**src/rtl/sr_pkg.sv**
```systemverilog
// Shared definitions for the SR register bank: forbidden-input resolution
// modes and the single-bit next-state function used by every bit cell.
package sr_pkg;

   localparam int SR_HOLD   = 0;
   localparam int SR_SETDOM = 1;
   localparam int SR_RSTDOM = 2;
   localparam int SR_TOGGLE = 3;

   // The four request combinations seen by one bit, encoded as {s, r}.
   typedef enum logic [1:0] {
      SR_IN_IDLE  = 2'b00,
      SR_IN_RESET = 2'b01,
      SR_IN_SET   = 2'b10,
      SR_IN_BOTH  = 2'b11
   } sr_in_e;

   // Next value of one SR bit for the given request and resolution mode.
   function automatic logic sr_next(input logic q, input logic s, input logic r, input int mode);
      sr_in_e req;
      logic   nxt;
      req = sr_in_e'({s, r});
      nxt = q;
      case (req)
         SR_IN_IDLE:  nxt = q;
         SR_IN_RESET: nxt = 1'b0;
         SR_IN_SET:   nxt = 1'b1;
         SR_IN_BOTH: begin
            case (mode)
               SR_SETDOM: nxt = 1'b1;
               SR_RSTDOM: nxt = 1'b0;
               SR_TOGGLE: nxt = ~q;
               default:   nxt = q;
            endcase
         end
         default: nxt = q;
      endcase
      return nxt;
   endfunction

endpackage

```
**src/rtl/sr_bit_cell.sv**
```systemverilog
// One bit of the SR bank: the q flop, its sticky forbidden-input flag, and
// the combinational forbidden-event indication for the shared counter.
module sr_bit_cell
   import sr_pkg::*;
#(
   parameter int   MODE    = SR_HOLD,
   parameter logic RST_BIT = 1'b0
) (
   input  logic clk,
   input  logic rst_n,
   input  logic en,
   input  logic s,
   input  logic r,
   input  logic err_clr,
   output logic q,
   output logic err,
   output logic f
);

   // A forbidden event only counts while the bank is enabled.
   assign f = s & r & en;

   // Bit state and sticky flag; a new event in a clear cycle survives the clear.
   always_ff @(posedge clk) begin
      if (!rst_n) begin
         q   <= RST_BIT;
         err <= 1'b0;
      end else begin
         if (en) begin
            q <= sr_next(q, s, r, MODE);
         end
         err <= (err_clr ? 1'b0 : err) | f;
      end
   end

endmodule

```
**src/rtl/sr_reg_bank.sv**
```systemverilog
// Parametrised bank of clocked SR flip-flops with selectable S=R=1
// resolution, sticky per-bit forbidden flags and a saturating event counter.
module sr_reg_bank
   import sr_pkg::*;
#(
   parameter int               WIDTH   = 8,
   parameter int               MODE    = SR_HOLD,
   parameter logic [WIDTH-1:0] RST_VAL = {WIDTH{1'b0}},
   parameter int               CNT_W   = 8
) (
   input  logic             clk,
   input  logic             rst_n,
   input  logic             en,
   input  logic [WIDTH-1:0] s,
   input  logic [WIDTH-1:0] r,
   input  logic             err_clr,
   output logic [WIDTH-1:0] q,
   output logic [WIDTH-1:0] q_bar,
   output logic [WIDTH-1:0] err,
   output logic             any_err,
   output logic [CNT_W-1:0] err_cnt
);

   localparam logic [CNT_W-1:0] CNT_MAX = {CNT_W{1'b1}};
   localparam logic [CNT_W-1:0] CNT_ONE = CNT_W'(1);

   // Reject parameter values that have no meaning for this bank.
   generate
      if (MODE < SR_HOLD || MODE > SR_TOGGLE) begin : g_bad_mode
         $error("sr_reg_bank: MODE must be in 0..3");
      end
      if (WIDTH < 1) begin : g_bad_width
         $error("sr_reg_bank: WIDTH must be at least 1");
      end
      if (CNT_W < 2) begin : g_bad_cnt_w
         $error("sr_reg_bank: CNT_W must be at least 2");
      end
   endgenerate

   logic [WIDTH-1:0] f;
   logic             any_f;

   // One cell per bit; each cell owns its q and sticky err flops.
   generate
      for (genvar i = 0; i < WIDTH; i++) begin : g_bit
         sr_bit_cell #(
            .MODE    (MODE),
            .RST_BIT (RST_VAL[i])
         ) u_cell (
            .clk     (clk),
            .rst_n   (rst_n),
            .en      (en),
            .s       (s[i]),
            .r       (r[i]),
            .err_clr (err_clr),
            .q       (q[i]),
            .err     (err[i]),
            .f       (f[i])
         );
      end
   endgenerate

   assign q_bar   = ~q;
   assign any_err = |err;
   assign any_f   = |f;

   // Event counter: one step per cycle with any forbidden bit, sticks at all-ones,
   // and a clear cycle that also sees an event restarts at one rather than zero.
   always_ff @(posedge clk) begin
      if (!rst_n) begin
         err_cnt <= '0;
      end else if (err_clr) begin
         err_cnt <= any_f ? CNT_ONE : '0;
      end else if (any_f && (err_cnt != CNT_MAX)) begin
         err_cnt <= err_cnt + CNT_ONE;
      end
   end

endmodule

```
**config.mk**
```make
export PLATFORM = sky130hd
export DESIGN_NAME = sr_reg_bank
export DESIGN_NICKNAME = d
export VERILOG_FILES = /design/src/rtl/sr_pkg.sv /design/src/rtl/sr_bit_cell.sv /design/src/rtl/sr_reg_bank.sv
export SDC_FILE = /design/constraint.sdc
export NUM_CORES = 1
export LEC_CHECK = 0
export BUFFER_PORTS_ARGS = -buffer_cell sky130_fd_sc_hd__buf_2
export CAP_MARGIN = 20
export CORE_MARGIN = 2
export CORE_UTILIZATION = 53
export DETAILED_ROUTE_END_ITERATION = 16
export GPL_TIMING_DRIVEN = 0
export PLACE_DENSITY_LB_ADDON = 0.05
export SYNTH_ARGS = -nofsm -noshare
export SYNTH_HDL_FRONTEND = slang
export SYNTH_HIERARCHICAL = 1
export SYNTH_SLANG_ARGS = --single-unit
```
**constraint.sdc**
```tcl
create_clock -name clk -period 5 [get_ports clk]
set_input_delay 1 -clock clk [delete_from_list [all_inputs] [get_ports clk]]
set_output_delay 1 -clock clk [all_outputs]
set_load 0.03 [all_outputs]
```
# Yosys cells after proc, flatten, opt, wreduce, memory -nomap -nowiden
# Index checks and enable logic that the tools add are counted.
[totals] in_bits=20 wordCells=123 output_inout_bits=33 regBits=24
[classes] eq_ne=25 mux=19 n_bitwise=33 n_reduce_logical=28 addsub=1
[op_table] cell="== test 2 bit (second input constant)" count=16
[op_table] cell="bitwise AND 1 bit" count=16
[op_table] cell="== test 2 x 1 -> 1 bit (second input constant)" count=8
[op_table] cell="zero test 2 bit" count=8
[op_table] cell="2-to-1 mux 8 bit" count=2
[op_table] cell="case mux 1 bit (2 select lines)" count=8
[op_table] cell="AND reduction 2 bit" count=8
[op_table] cell="OR reduction 2 bit" count=8
[op_table] cell="OR reduction 8 bit" count=2
[op_table] cell="2-to-1 mux 1 bit" count=9
[op_table] cell="adder 8 x 1 -> 8 bit (second input constant)" count=1
[op_table] cell="inequality test 8 bit (second input constant)" count=1
[op_table] cell="NOT 1 bit" count=8
[op_table] cell="NOT 8 bit" count=1
[op_table] cell="bitwise OR 1 bit" count=8
[op_table] cell="nonzero test 2 bit" count=1
[op_table] cell="logical AND 1 bit" count=1

# Logic depth before layout (Yosys ltp)
[depth] ltp_word=6 ltp_mapped=6 ltp_nobuf=6

# Cells and area by module
# Netlist, hierarchy kept.
[modules_own_cells] module="sr_bit_cell" n_inst=8 seq_area_each_um2=40.0 area_per_inst_um2=122.6 cells_per_inst=12
[modules_own_cells] module="sr_reg_bank" n_inst=1 seq_area_each_um2=160.2 area_per_inst_um2=481.7 cells_per_inst=57

# Worst setup path after synthesis
# OpenSTA, ideal clock, no wires.
[synth_path] path_type="input to register" start="in s[1]" end="reg err_cnt[0]" path_stages=6 n_path_buf=0 path_slack_ps=2649 required_ps=4880 setup_time_ps=120 arrival_time_ps=2231 path_cell_list="ha_1 > and2_4 > nor4_2 > a22o_4 > nor2_1 > o31a_1"
[synth_between] elab_chain_len=5 elab_cells_between_ends=7 classes_between="mux (2); bitwise (2); reduce/logical (3)"
[synth_rtl] element="start: declaration" line_no="sr_reg_bank.sv:14" text="input logic [WIDTH-1:0] s,"
[synth_rtl] element="bitwise AND 1 bit (*) (2 in a row)" line_no="sr_bit_cell.sv:21" text="assign f = s & r & en;"
[synth_rtl] element="net f[1]" line_no="sr_reg_bank.sv:40" text="logic [WIDTH-1:0] f;"
[synth_rtl] element="OR reduction 8 bit (*)" line_no="sr_reg_bank.sv:65" text="assign any_f = |f;"
[synth_rtl] element="2-to-1 mux 1 bit / logical AND 1 bit (equally long branches)" line_no="sr_reg_bank.sv:73, sr_reg_bank.sv:74"
[synth_rtl] element="2-to-1 mux 8 bit / nonzero test 2 bit (equally long branches)"
[synth_rtl] element="end signal: assignment" line_no="sr_reg_bank.sv:73" text="err_cnt <= any_f ? CNT_ONE : '0;"
[synth_rtl] element="end signal: assignment" line_no="sr_reg_bank.sv:75" text="err_cnt <= err_cnt + CNT_ONE;"
[synth_rtl] element="end: declaration" line_no="sr_reg_bank.sv:21" text="output logic [CNT_W-1:0] err_cnt"
# The timed path passes the listed nets; every way through them passes the cells marked *.
# A chain may end at the register's enable or synchronous reset.

# Worst setup path after layout
[layout_path] start="in s[5]" end="reg err_cnt[7]"
[layout_between] elab_chain_len=5
[layout_rtl] element="bitwise AND 1 bit (2 in a row)" line_no="sr_bit_cell.sv:21"
[layout_rtl] element="net f[5]" line_no="sr_reg_bank.sv:40"
[layout_rtl] element="OR reduction 8 bit" line_no="sr_reg_bank.sv:65"
[layout_rtl] element="logical AND 1 bit" line_no="sr_reg_bank.sv:74" text="end else if (any_f && (err_cnt != CNT_MAX)) begin"
[layout_rtl] element="nonzero test 2 bit (no source line)"
# The timed path passes the listed nets, and every way through them passes these cells.

==> results.sh <==
export IMPL_run_status="complete, no violations"
export IMPL_cts_made_buffers=3
export IMPL_cts_resized_gates=0
export IMPL_final_common_cell="buf_2"
export IMPL_synth_edff_count=0
export IMPL_finalNetCount=247
export IMPL_postSynthAreaPerCell_sq_um=9.560
export IMPL_overflow=0
export IMPL_grt_pass1_vias=1228
export IMPL_drive_gt1_share_pct=37.32
export IMPL_clock_skew_ns=0.005811
export IMPL_cts_root_buf="clkbuf_4"
export IMPL_grt_usage_pct=19.74
export IMPL_grt_pass1_wl_mm=5.009
export IMPL_routed_via_count=1225
export IMPL_htreeDepth=1
export IMPL_maxSlewViolCount=0
export IMPL_dr_pass1_iters=4
export IMPL_period_needed_ns=2.280
export IMPL_drtAntennaViolNets=0
export IMPL_ir_worst_vdd_mv=0.1694
export IMPL_grt_start_max_net_pins=27
export IMPL_maxCapViolations=0
export IMPL_crit_fanout=4
export IMPL_worst_slew_pin_slew_ns=0.4926
export IMPL_tritoncts="yes"
export IMPL_multi_input_area_sq_um=914.6
export IMPL_grt_busiest_layer="met2"
export IMPL_hpwlAfterDp_mm=2.301
export IMPL_grt_util_met3_pct=3.226
export IMPL_fillers=247
export IMPL_setup_viol=0
export IMPL_final_cell_mix="buf_2 (52), dfxtp_1 (24), nand2_1 (19)"
export IMPL_hold_path_class="reg -> reg"
export IMPL_r2r_slack_ns=3.27
export IMPL_antenna_found_initial=0
export IMPL_core_sq_um=2686
export IMPL_synth_seq_cells=24
export IMPL_p_per_area_nw_per_um2=224.1
export IMPL_use_met1_pct=20.98
export IMPL_finalWirelength_mm=2.908
export IMPL_regArea_sq_um=480.5
export IMPL_leakagePower_nw=0.8730
export IMPL_pin_count=53
export IMPL_critical_path_class="in -> reg"
export IMPL_syn_inst=153
export IMPL_post_route_drc_count=0
export IMPL_synthFlopType="dfxtp_1"
export IMPL_maxSlewHeadroom_pct=67.16
export IMPL_clock_latency_ns=0.31
export IMPL_row_count=19
export IMPL_end_kind="flop"
export IMPL_clk_pin_slew_ns=0.13
export IMPL_via_per_inst=5.104
export IMPL_synth_cell_types=31
export IMPL_grtUsageMet2_pct=37.54
export IMPL_async_reset_ff_share_pct=0
export IMPL_finalCritPeriodShare_pct=45.59
export IMPL_setup_tns_ns=0
export IMPL_ys_warn_count=6
export IMPL_wire_per_inst_microns=12.12
export IMPL_start_kind="primary input"
export IMPL_netlist_area_sq_um=1463
export IMPL_die_area_sq_um=3196
export IMPL_numPortBuffers=52
export IMPL_syn_to_final_growth_pct=22.93
export IMPL_start_util_pct=54.45
export IMPL_syn_nets=190
export IMPL_antenna_cells=0
export IMPL_hold_slack_ns=0.4798
export IMPL_drtIter0Drc=26
export IMPL_die_h_microns=56.54
export IMPL_hold_buffers=0
export IMPL_cts_buffer_depth=2
export IMPL_finalHoldViolCount=0
export IMPL_routabilityCongestion=0.7703
export IMPL_rsz0062_at_grt="false"
export IMPL_ys_seq_area_share_pct=32.85
export IMPL_die_x_microns=56.54
export IMPL_arrival_ns=2.53
export IMPL_post_cts_buffers=0
export IMPL_required_ns=5.25
export IMPL_max_clock_freq_ghz=0.4387
export IMPL_cts_sinks=24
-- cell type report --
type,instances,area share [%]
clock buffer,4,2.018
tap,31,2.157
sequential,24,26.72
timing repair buffer,52,14.47
inverter,18,3.758
multi-input combinational,111,50.87
-- power by group --
group / internal [W] / switching (W) / total, W
combinational: 0.0000411 / 0.0000565 / 0.0000976
clock: 0.0000444 / 0.0000581 / 0.000102
sequential: 0.000198 / 0.00000514 / 0.000203
-- path summary, 6_finish.rpt --
check | startpoint | cells after the start | to
worst min register to register | g_bit[5].u_cell/q$_SDFFE_PN0P_ | 2 | g_bit[5].u_cell/q$_SDFFE_PN0P_
worst max-delay path | s[5] | 7 | err_cnt[7]$_SDFFE_PN0P_
worst max register to register | err_cnt[0]$_SDFFE_PN0P_ | 5 | err_cnt[5]$_SDFFE_PN0P_
worst min-delay path | g_bit[5].u_cell/q$_SDFFE_PN0P_ | 2 | g_bit[5].u_cell/q$_SDFFE_PN0P_
-- registers in the layout, indices dropped and copies added, names as in the netlist --
signal,count
err_cnt,8
g_bit.u_cell/err,8
g_bit.u_cell/q,8
-- metal layers --
metal | wire, microns | vias to the layer above
met1 | 1217 | 571
met5 | 0 | -
li1 | - | 622
met2 | 1531 | 30
met3 | 137 | 2
met4 | 22 | 0
-- critical path, stage by stage --
cell and delay [ns]:
buf_2 0.11, ha_1 0.19, and2_4 0.14, nor4_2 0.47
a221oi_1 0.25, a21bo_1 0.25, a21oi_1 0.11
-- synthesized netlist by cell type (all sizes together) (2+ instances only) --
library cell	count	share of area [%]
inv	18	4.6
and2	8	4.8
nor2b	16	11
mux2i	9	6.2
o21a	9	4.6
nand3	3	1.0
nor4	4	2.6
a21oi	4	1.4
dfxtp	24	33
or3	2	0.86
nand2	19	4.9
o21ai	2	0.68
ha	17	15
nor2	3	0.77
-- metrics by stage --
stage          area [sq um]  utilization, %  power (W)  cells  setup WS [ns]
5_1_grt                1798           66.93  0.0004231    240          2.634
3_3_place_gp           1762           65.58  0.0003010    236          2.436
3_5_place_dp           1762           65.58  0.0003057    236          2.366
2_1_floorplan          1463               -  0.0002731    153          2.649
4_1_cts                1798           66.93  0.0004090    240          2.722
6_report               1798           66.93  0.0004029    240          2.720
-- cell families after synthesis --
| family | Yosys count | synth area share (%) |
|---|---|---|
| XOR/XNOR | 1 | 0.5989 |
| multiplexers | 9 | 6.159 |
| flip-flops | 24 | 32.85 |
| adder cells (fa/ha/maj) | 17 | 14.54 |
| AND/OR/NAND/NOR | 61 | 29.51 |
| buffers and inverters | 18 | 4.619 |
| AO/OA/AOI/OAI | 23 | 11.72 |
Power figures use the tool's default switching activity.
